## config.mk

```make
export PLATFORM = sky130hd
export DESIGN_NAME = otter_intr_ctrl
export DESIGN_NICKNAME = d
export VERILOG_FILES = /design/src/rtl/otter_intr_ctrl.sv
export SDC_FILE = /design/constraint.sdc
export NUM_CORES = 1
export LEC_CHECK = 0
export BUFFER_PORTS_ARGS = -buffer_cell sky130_fd_sc_hd__buf_2
export CAP_MARGIN = 40
export CORE_UTILIZATION = 48
export DETAILED_ROUTE_END_ITERATION = 16
export PLACE_DENSITY = 0.73
export SYNTH_ARGS = -nofsm -noshare
export SYNTH_HDL_FRONTEND = slang
export SYNTH_SLANG_ARGS = --single-unit
```

## constraint.sdc

```tcl
create_clock -name clk -period 1.4 [get_ports clk]
set_input_delay 0 -clock clk [delete_from_list [all_inputs] [get_ports clk]]
set_output_delay 0 -clock clk [all_outputs]
set_load 0.02 [all_outputs]
```

## src/rtl/otter_intr_ctrl.sv

```systemverilog
// Interrupt controller for the OTTER control FSM: synchronises and edge-detects
// the interrupt lines, latches pending events and runs the REQ/SERVICE handshake.
module otter_intr_ctrl #(
  parameter int NUM_SRC     = 4,
  parameter int SYNC_STAGES = 2,
  parameter int ID_W        = (NUM_SRC > 1) ? $clog2(NUM_SRC) : 1
) (
  input  logic               clk,
  input  logic               RST,
  input  logic [NUM_SRC-1:0] irq_src,
  input  logic               mie,
  input  logic               mask_we,
  input  logic [NUM_SRC-1:0] mask_wdata,
  input  logic               ovf_clr,
  input  logic               int_taken,
  input  logic               mret,
  output logic               intr,
  output logic [ID_W-1:0]    int_id,
  output logic [NUM_SRC-1:0] pending,
  output logic [NUM_SRC-1:0] mask,
  output logic [NUM_SRC-1:0] ovf,
  output logic               in_service
);

  typedef enum logic [1:0] {
    IDLE,
    REQ,
    SERVICE
  } state_t;

  state_t state_q, state_d;

  logic [SYNC_STAGES-1:0][NUM_SRC-1:0] sync_q;
  logic [NUM_SRC-1:0] dly_q;
  logic [NUM_SRC-1:0] rise;
  logic [NUM_SRC-1:0] eligible;
  logic [NUM_SRC-1:0] id_hot;
  logic [NUM_SRC-1:0] clr;
  logic [ID_W-1:0]    sel;
  logic [ID_W-1:0]    id_d;
  logic               ack;

  always_ff @(posedge clk or negedge RST) begin
    if (!RST) begin
      sync_q <= '0;
      dly_q  <= '0;
    end else begin
      sync_q <= {sync_q[SYNC_STAGES-2:0], irq_src};
      dly_q  <= sync_q[SYNC_STAGES-1];
    end
  end

  assign rise     = sync_q[SYNC_STAGES-1] & ~dly_q;
  assign eligible = pending & mask;
  assign id_hot   = NUM_SRC'(1) << int_id;
  assign clr      = ack ? id_hot : '0;

  always_comb begin
    sel = '0;
    for (int i = NUM_SRC - 1; i >= 0; i--) begin
      if (eligible[i]) sel = ID_W'(i);
    end
  end

  always_comb begin
    state_d = state_q;
    id_d    = int_id;
    ack     = 1'b0;
    unique case (state_q)
      IDLE: begin
        if (mie && (|eligible)) begin
          state_d = REQ;
          id_d    = sel;
        end
      end
      REQ: begin
        // Acknowledge beats withdrawal when both happen together
        if (int_taken) begin
          ack     = 1'b1;
          state_d = SERVICE;
        end else if (!mie || !(|(eligible & id_hot))) begin
          state_d = IDLE;
        end
      end
      SERVICE: begin
        if (mret) state_d = IDLE;
      end
      default: state_d = IDLE;
    endcase
  end

  always_ff @(posedge clk or negedge RST) begin
    if (!RST) begin
      state_q <= IDLE;
      int_id  <= '0;
      pending <= '0;
      mask    <= '0;
      ovf     <= '0;
    end else begin
      state_q <= state_d;
      int_id  <= id_d;
      // A new edge re-arms the source even as its old event is acknowledged
      pending <= (pending & ~clr) | rise;
      ovf     <= (ovf_clr ? '0 : ovf) | (rise & pending & ~clr);
      if (mask_we) mask <= mask_wdata;
    end
  end

  assign intr       = (state_q == REQ);
  assign in_service = (state_q == SERVICE);

endmodule

```

==> results_dict.tcl, run 1 <==
set metrics [dict create \
    ant_nets 0 \
    p_clk_share_pct 22.3 \
    fin_hold_ws_ps 16.4 \
    multi_input_area_um2 308 \
    gp_congestion 0.762 \
    final_nets 143 \
    fin_skew_ps 4.69 \
    cts_tree "yes" \
    total_power_mw 2.29 \
    clk_pin_slew_ps 140 \
    hold_class "in -> reg" \
    cts-root-buf "clkbuf_4" \
    hold_violations 0 \
    regArea_um2 701 \
    drt_wl_total_um 1950 \
    globalRouteTotalUtil_pct 18.5 \
    overflow 0 \
    drt_iter0_drc 8 \
    avgViaCountPerCell 4.82 \
    seqPwrFrac_pct 46.4 \
    hold_end "mask[2]" \
    synth_cell_type_count 19 \
    reg2regPathDepth 2 \
    grt_max_degree 29 \
    cts_sinks 28 \
    die_h_um 48.2 \
    yosys.area.top_type "dfrtp_1" \
    path_class "reg -> reg" \
    synth-seq-cells 28 \
    hold_depth 2 \
    cp.arrival_ps 1550 \
    start_util_pct 51.6 \
    leakage_nw 0.685 \
    netlist_area_um2 1020 \
    crit_family "buffers and inverters" \
    synth.top_cell.area_share_pct 68.5 \
    grt_pass1_vias 684 \
    worstReg2RegEnd "mask[1]" \
    internal-power_mw 1.55 \
    antenna_found_initial 0 \
    post-cts-setup-buffers 0 \
    synth_cells 77 \
    nFillCells 136 \
    ys_seq_area_share_pct 68.5 \
    wl_per_cell_um 12.7 \
    worst_pin_slew_ps 601 \
    die-area_um2 2320 \
    synth_area_per_cell_um2 13.3 \
    dp_cells 135 \
    io-pin-count 31 \
    portBuffers 30 \
    tns_ps 0 \
    cp_max_fo 3 \
    min_period_ps 1340 \
    r2r-start "mask[1]" \
    dp_hpwl_um 1240 \
    synth_fp_nets 92 \
    rsz0062_at_grt "false" \
    synthTopCellsByArea "dfrtp_1 (68%), nand2_1 (5.5%), mux2_2 (4.4%)" \
    coreArea_um2 1980 \
    stdcell_area_um2 1420 \
    p_comb_share_pct 31.3 \
    remaining_drc_errors 0 \
    dr.pass1.iters 6 \
    vias 742 \
    placed_area_um2 1210 \
    area_growth_pct 38.5 \
    peakVddDrop_v 0.00130 \
    clk_latency_ps 320 \
    crit_slowest_cell "dlygate4sd3_1" \
    row_count 16 \
    status "complete, no violations" \
    power.switching_uw 745 \
    cts_buffers 3 \
    relSlewSlack_pct 59.9 \
    cap_violations 0 \
    crit_chain "mux2_2 -> dlygate4sd3_1" \
    maxSlewViolCount 0 \
    cp_slowest_stage_delay_ps 550 \
    stdcell_count 154 \
    cp.required_ps 1610 \
    end_kind "register" \
    holdCritStartpoint "mask_we" \
    cts_max_level 1 \
    start_kind "register" \
    post-route-period-util_pct 95.7 \
    ys_warn_count 0 \
    setup_viol 0 \
    grt_pass1_wl_um 2840 \
    die_w_um 48.2 \
    clockBufferDepth 2 \
    critPathBufInv 1 \
    swShare_pct 32.5 \
    r2r_setup_slack_ps 60 \
    p_per_area_nw_per_um2 1620 \
    fmax_mhz 746 \
    layout-drive-gt1-share_pct 35.4 \
    diodes 0 \
    cts_resized 0 \
]
-- stage by stage --
stage          setup slack, ps  util [%]
2_1_floorplan              143         -
3_3_place_gp               223      61.3
3_5_place_dp               198      61.3
4_1_cts                   58.2      72.0
5_1_grt                   26.2      71.5
6_report                  59.8      71.5
-- worst max path at each step --
stage                             to  slack [ps]  cells past startpoint  startpoint
final                        mask[1]          60                      2     mask[1]
after global routing         mask[1]          30                      2     mask[1]
after CTS                    mask[1]          60                      2     mask[1]
after detailed placement   int_id[0]         200                      3  state_q[1]
after global placement     int_id[0]         220                      4  pending[3]
after floorplan           state_q[0]         140                      2   int_id[0]
-- Yosys cell counts (all sizes together) --
library cell	instances
inv	4
dfrtp	28
nand2	15
nand2b	5
and3b	1
mux2	5
and2b	1
nand3b	2
a21oi	2
nor3b	1
o21ai	3
a21boi	1
o31ai	1
mux4	1
o22ai	4
nand3	2
nor2b	1
-- cells by family after synthesis --
kind of cell | count (synthesis) | synth area share [%]
flip-flops | 28 | 68.5
AND/OR/NAND/NOR | 28 | 14.4
AO/OA/AOI/OAI | 11 | 7.58
multiplexers | 6 | 8.07
buffers and inverters | 4 | 1.47
-- area by class of cell --
cell class / count / share of cell area [%]
clock buffers: 3 / 1.59
clock inverters: 1 / 2.12
inverters: 4 / 1.06
multi-input cells: 45 / 21.7
flip-flops and latches: 28 / 49.4
well taps: 27 / 2.38
repair buffers: 46 / 21.7
-- metal layers --
layer	vias up	global-route usage (%)	wire length, um
met5	-	0	0
met4	0	8.33	14
met3	2	2.22	59
met2	17	32.5	1080
met1	364	22.9	797
li1	359	-	-
-- power groups by stage --
stage	Sequential, mW	Combinational, mW	Clock, mW
global placement	1.08	0.665	0
finish	1.06	0.717	0.511
global route	1.09	0.795	0.552
detailed placement	1.08	0.679	0
CTS	1.07	0.723	0.532
floorplan	1.20	0.316	0
-- repair_timing --
action	in CTS	in global routing
endpoints found under the setup margin	0	1
endpoints found under the hold margin	42	0
hold buffers	16	0
-- registers in the layout, summed over array words and instances (netlist names) --
signal   cells
pending      4
ovf          4
int_id       2
sync_q       8
state_q      2
mask         4
dly_q        4
-- placed cells by master, fill, tap and decap left out, drive strengths merged --
master	instances
mux4	1
dlygate4sd3	15
clkbuf	3
buf	31
bufinv	1
a21oi	2
and3b	1
o21ai	3
mux2	5
inv	4
nor3b	1
nand2	15
dfrtp	28
o22ai	4
nor2b	1
nand3b	2
nand2b	5
and2b	1
a21boi	1
o31ai	1
nand3	2
(Power assumes the default switching activity.)
==> run 2, diff against run 1 <==
--- a/config.mk
+++ b/config.mk
@@ -10,6 +10,7 @@
 export CORE_UTILIZATION = 48
 export DETAILED_ROUTE_END_ITERATION = 16
 export PLACE_DENSITY = 0.73
+export SLEW_MARGIN = 0
 export SYNTH_ARGS = -nofsm -noshare
 export SYNTH_HDL_FRONTEND = slang
 export SYNTH_SLANG_ARGS = --single-unit
==> constraint.sdc (replaced) <==
create_clock -name clk -period 1.25 [get_ports clk]
set_input_delay 0 -clock clk [delete_from_list [all_inputs] [get_ports clk]]
set_output_delay 0 -clock clk [all_outputs]
set_load 0.02 [all_outputs]
==> run 2 against run 1 <==
Effect of this change: clock skew about the same; clock power up 11%; power up 16%; sequential power up 17%; critical path depth up 2; count of clock-buffer cells in the layout unchanged; maximum frequency up 8.7%; hold slack better by 180 ps; worst setup slack worse by 43 ps; non-clock buffer count up 2; via count up 6.5%; wire length up 8.3%; largest power group unchanged.
==> results_dict.tcl, run 2 (synthesis gave the netlist of run 1 again) <==
set metrics [dict create \
    status "complete, no violations" \
    fin_util_pct 73.2 \
    setup_viol 0 \
    wl_per_cell_um 13.5 \
    p_comb_share_pct 31.9 \
    r2r-start "pending[0]" \
    cp_max_fo 3 \
    die_w_um 48.2 \
    die_h_um 48.2 \
    largest_register "sync_q" \
    avgViaCountPerCell 5.06 \
    internal-power_mw 1.77 \
    grt_max_degree 29 \
    fmax_mhz 811 \
    cts_tree "yes" \
    globalRouteTotalUtil_pct 18.6 \
    layout-drive-gt1-share_pct 42.6 \
    cp_slowest_stage_delay_ps 450 \
    clockBufferDepth 2 \
    grt_pass1_wl_um 2880 \
    crit_chain "nand2_2 -> nand2_2 -> o21ai_2 -> mux2_4" \
    dp_hpwl_um 1330 \
    start_kind "register" \
    worst_pin_slew_ps 594 \
    rsz0062_at_grt "true" \
    area_growth_pct 41.8 \
    cap_violations 0 \
    cp.required_ps 1470 \
    portBuffers 30 \
    start_util_pct 51.6 \
    fin_hold_ws_ps 200 \
    ant_nets 0 \
    largest_reg_flops 8 \
    hold_class "in -> async" \
    nFillCells 131 \
    relSlewSlack_pct 60.4 \
    row_count 16 \
    dr.pass1.iters 4 \
    peakVddDrop_v 0.00125 \
    coreArea_um2 1980 \
    die-area_um2 2320 \
    power.switching_uw 884 \
    p_per_area_nw_per_um2 1830 \
    cts_sinks 28 \
    layout_common_cells "buf_2 (30), dfrtp_1 (27), dlygate4sd3_1 (14)" \
    p_clk_share_pct 21.3 \
    cts_buffers 3 \
    post-route-period-util_pct 98.7 \
    drt_wl_total_um 2110 \
    fin_skew_ps 4.24 \
    overflow 0 \
    clk_pin_slew_ps 140 \
    swShare_pct 33.3 \
    leakage_nw 0.694 \
    cts_max_level 1 \
    crit_path_frequent_cell "nand2_2" \
    maxSlewViolCount 0 \
    vias 790 \
    seqPwrFrac_pct 46.7 \
    startpoint "pending[0]" \
    gp_congestion 0.784 \
    end_kind "register" \
    drt_iter0_drc 5 \
    diodes 0 \
    remaining_drc_errors 0 \
    hold_violations 0 \
    clk_latency_ps 310 \
    crit_slowest_cell "dfrtp_1" \
    path_class "reg -> reg" \
    grt_pass1_vias 706 \
    cts-root-buf "clkbuf_4" \
    io-pin-count 31 \
    final_common_cell "buf_2" \
    antenna_found_initial 0 \
    min_period_ps 1230 \
    cp.arrival_ps 1450 \
    final_nets 145 \
]
-- run 2: changes by cell type in the layout (fill, tap and decap cells not counted), sizes merged --
cell         change
buf              +3
dlygate4sd3      -1
-- run 2: power by group through the flow --
stage	Combinational (mW)	Clock [mW]	Sequential [mW]
floorplan	0.354	0	1.34
global placement	0.728	0	1.23
detailed placement	0.743	0	1.24
CTS	0.781	0.586	1.22
global route	0.929	0.613	1.26
finish	0.848	0.567	1.24
-- run 2: per-layer routing --
metal,vias up,part of all wire (%),global-route usage (%)
met3,8,3.5,2.96
met4,0,3.0,10.6
met5,-,0,0
met1,388,41,23.2
met2,26,52,30.9
li1,368,-,-
-- run 2: path summary, 6_finish.rpt --
path / end / slack, ps / cells past startpoint
hold / removal: sync_q[5] / 200 / 2
min in group clk: sync_q[0] / 310 / 2
hold reg to reg: sync_q[7] / 370 / 0
setup reg to reg: int_id[0] / 20 / 4
max in group asynchronous: int_id[0] / 630 / 2
setup / recovery: int_id[0] / 20 / 4
-- run 2: layout make-up --
cell class,count,area (um^2),area share [%]
tap,27,33.8,2.33
clock buffer,3,22.5,1.55
clock inverter,1,30.0,2.07
timing repair buffer,48,320,22.1
multi-input combinational,45,328,22.6
inverter,4,15.0,1.03
sequential,28,702,48.4
-- run 2: worst max-delay path, delay by kind of cell, from the launching register on --
family | cells | cell delay [ps]
flops | 1 | 450
mux | 1 | 310
simple gates | 2 | 200
compound gates | 1 | 180
-- run 2: per-stage QoR --
| stage | std cells | setup WS, ps | area [um^2] | TNS [ps] | power [mW] |
|---|---|---|---|---|---|
| global placement | 136 | 81.9 | 1220 | 0 | 1.95 |
| global route | 156 | -53.0 | 1450 | -54.7 | 2.80 |
| floorplan | 77 | 2.32 | 1020 | 0 | 1.70 |
| finish | 156 | 16.9 | 1450 | 0 | 2.66 |
| detailed placement | 136 | 46.6 | 1220 | 0 | 1.98 |
| CTS | 154 | 14.9 | 1420 | 0 | 2.59 |
-- run 2: repair_timing --
action	4_1_cts	5_1_grt
hold endpoints to repair	42	0
setup buffers	0	2
endpoints found under the setup margin	0	2
hold buffers	14	0
gates resized for setup	0	7
==> run 3, diff against run 2 <==
--- a/config.mk
+++ b/config.mk
@@ -7,9 +7,10 @@
 export LEC_CHECK = 0
 export BUFFER_PORTS_ARGS = -buffer_cell sky130_fd_sc_hd__buf_2
 export CAP_MARGIN = 40
-export CORE_UTILIZATION = 48
+export CORE_UTILIZATION = 52
+export CTS_BUF_LIST = sky130_fd_sc_hd__clkbuf_8
 export DETAILED_ROUTE_END_ITERATION = 16
-export PLACE_DENSITY = 0.73
+export PLACE_DENSITY = 0.79
 export SLEW_MARGIN = 0
 export SYNTH_ARGS = -nofsm -noshare
 export SYNTH_HDL_FRONTEND = slang
==> run 3 against run 2 <==
Effect of this change: clock power is 16% lower; largest cell class unchanged; flip-flop and latch count stayed put; maximum frequency is 0.50% higher; utilization is 6.5 points higher; via count is 0.76% lower; clock skew is 3.6 ps higher.
==> results_dict.tcl, run 3 (synthesis gave the netlist of run 1 again) <==
set metrics [dict create \
    status "complete, no violations" \
    cp.required_ps 1410 \
    hold_violations 0 \
    start_kind "register" \
    layout-drive-gt1-share_pct 40.3 \
    diodes 0 \
    nFillCells 111 \
    worst_pin_slew_ps 587 \
    cts-root-buf "clkbuf_8" \
    clk_pin_slew_ps 90 \
    coreArea_um2 1780 \
    remaining_drc_errors 0 \
    crit_chain "nand2_2 -> nand2_1 -> o21ai_2 -> mux2_4" \
    rsz0062_at_grt "true" \
    cts_max_level 1 \
    cap_violations 0 \
    wl_met3_um 107 \
    grt_pass1_vias 747 \
    maxSlewViolCount 0 \
    cts_tree "yes" \
    stdcell_count 154 \
    peakVddDrop_v 0.00174 \
    r2r-start "mask[0]" \
    row_count 15 \
    regArea_um2 702 \
    relSlewSlack_pct 60.9 \
    portBuffers 30 \
    cts_sinks 28 \
    area_growth_pct 38.9 \
    end_kind "register" \
    cts_buffers 3 \
    holdCritStartpoint "mie" \
    overflow 0 \
    die-area_um2 2150 \
    min_period_ps 1230 \
    crit_slowest_cell "dfrtp_1" \
    met1_length_um 884 \
    largest_register "sync_q" \
    fin_skew_ps 7.88 \
    setup_viol 0 \
    final_nets 145 \
    cp_slowest_stage_delay_ps 430 \
    grt_pass1_wl_um 3070 \
    startpoint "mask[0]" \
    dp_cells 134 \
    drt_wl_total_um 2280 \
    grt_max_degree 29 \
    final_common_cell "buf_2" \
    start_util_pct 57.4 \
    cp.arrival_ps 1390 \
    fin_util_pct 79.7 \
    largest_reg_flops 8 \
    clockBufferDepth 2 \
    vias 784 \
    antenna_found_initial 0 \
    drt_iter0_drc 8 \
    gp_congestion 0.756 \
    dr.pass1.iters 4 \
    die_w_um 46.4 \
    dp_hpwl_um 1440 \
    die_h_um 46.4 \
    layout_common_cells "buf_2 (30), dfrtp_1 (27), nand2_1 (13)" \
    dr_wl_met2_um 1190 \
    cp_max_fo 3 \
    fmax_mhz 815 \
    hold_class "in -> reg" \
    p_per_area_nw_per_um2 1790 \
    multi_input_area_um2 313 \
    path_class "reg -> reg" \
    wl_per_cell_um 14.8 \
    clk_latency_ps 270 \
    avgViaCountPerCell 5.09 \
    globalRouteTotalUtil_pct 21.6 \
    top_layer_used "met4" \
    io-pin-count 31 \
    post-route-period-util_pct 98.2 \
    leakage_nw 0.693 \
    ant_nets 0 \
]
[run 3: cell count changes in the layout (fill, tap and decap cells not counted)]
cell / delta
and2b_1: +1
and2b_2: -1
buf_4: +2
bufinv_16: -1
clkbuf_4: -3
clkbuf_8: +3
dlygate4sd3_1: -2
inv_1: +1
nand2_1: +3
nand2_2: -3
nor3b_2: +1
nor3b_4: -1
[run 3: what timing repair did]
action	CTS	global route
setup buffers	0	4
endpoints found under the setup margin	0	2
hold endpoints to repair	41	0
resized for setup	0	2
hold buffers	12	0
[run 3: stage by stage]
step	worst slack, ps	cell area, um^2	hold slack, ps	power, mW	setup TNS, ps
6_report	23.0	1420	27.9	2.55	0
5_1_grt	-17.9	1420	35.7	2.69	-17.9
4_1_cts	1.82	1390	13.5	2.49	0
3_5_place_dp	17.2	1220	33.0	1.99	0
3_3_place_gp	77.4	1220	27.7	1.96	0
2_1_floorplan	2.32	1020	-296	1.70	0
[run 3: worst paths after layout]
check	depth (start not counted)	slack, ps	endpoint
min reg2reg	0	360	sync_q[6]
max in group asynchronous	2	580	int_id[0]
max reg2reg	4	20	int_id[0]
min	3	30	state_q[0]
min in group asynchronous	2	250	state_q[1]
max	4	20	int_id[0]
[run 3: cell type report]
type | count | share of cell area, %
Inverter | 4 | 1.06
Multi-Input combinational cell | 45 | 22.0
Sequential cell | 28 | 49.4
Timing Repair Buffer | 48 | 22.2
Clock buffer | 3 | 2.90
Tap cell | 25 | 2.20
Clock inverter | 1 | 0.264
[run 3: power breakdown]
group | leakage (nW) | internal [mW] | switching [mW]
sequential | 0.322 | 1.06 | 0.171
clock | 0.0269 | 0.220 | 0.257
combinational | 0.344 | 0.388 | 0.453
[run 3: critical path, delay by kind of cell, from the launching register on]
family          cells  cell delay, ps
flops               1             430
compound gates      1             190
simple gates        2             190
mux                 1             310
[run 3: layer usage]
layer / track usage, % / vias up
met1: 23.5 / 374
met4: 13.5 / 0
met5: 0 / -
met2: 36.9 / 35
met3: 5.49 / 10
li1: - / 365
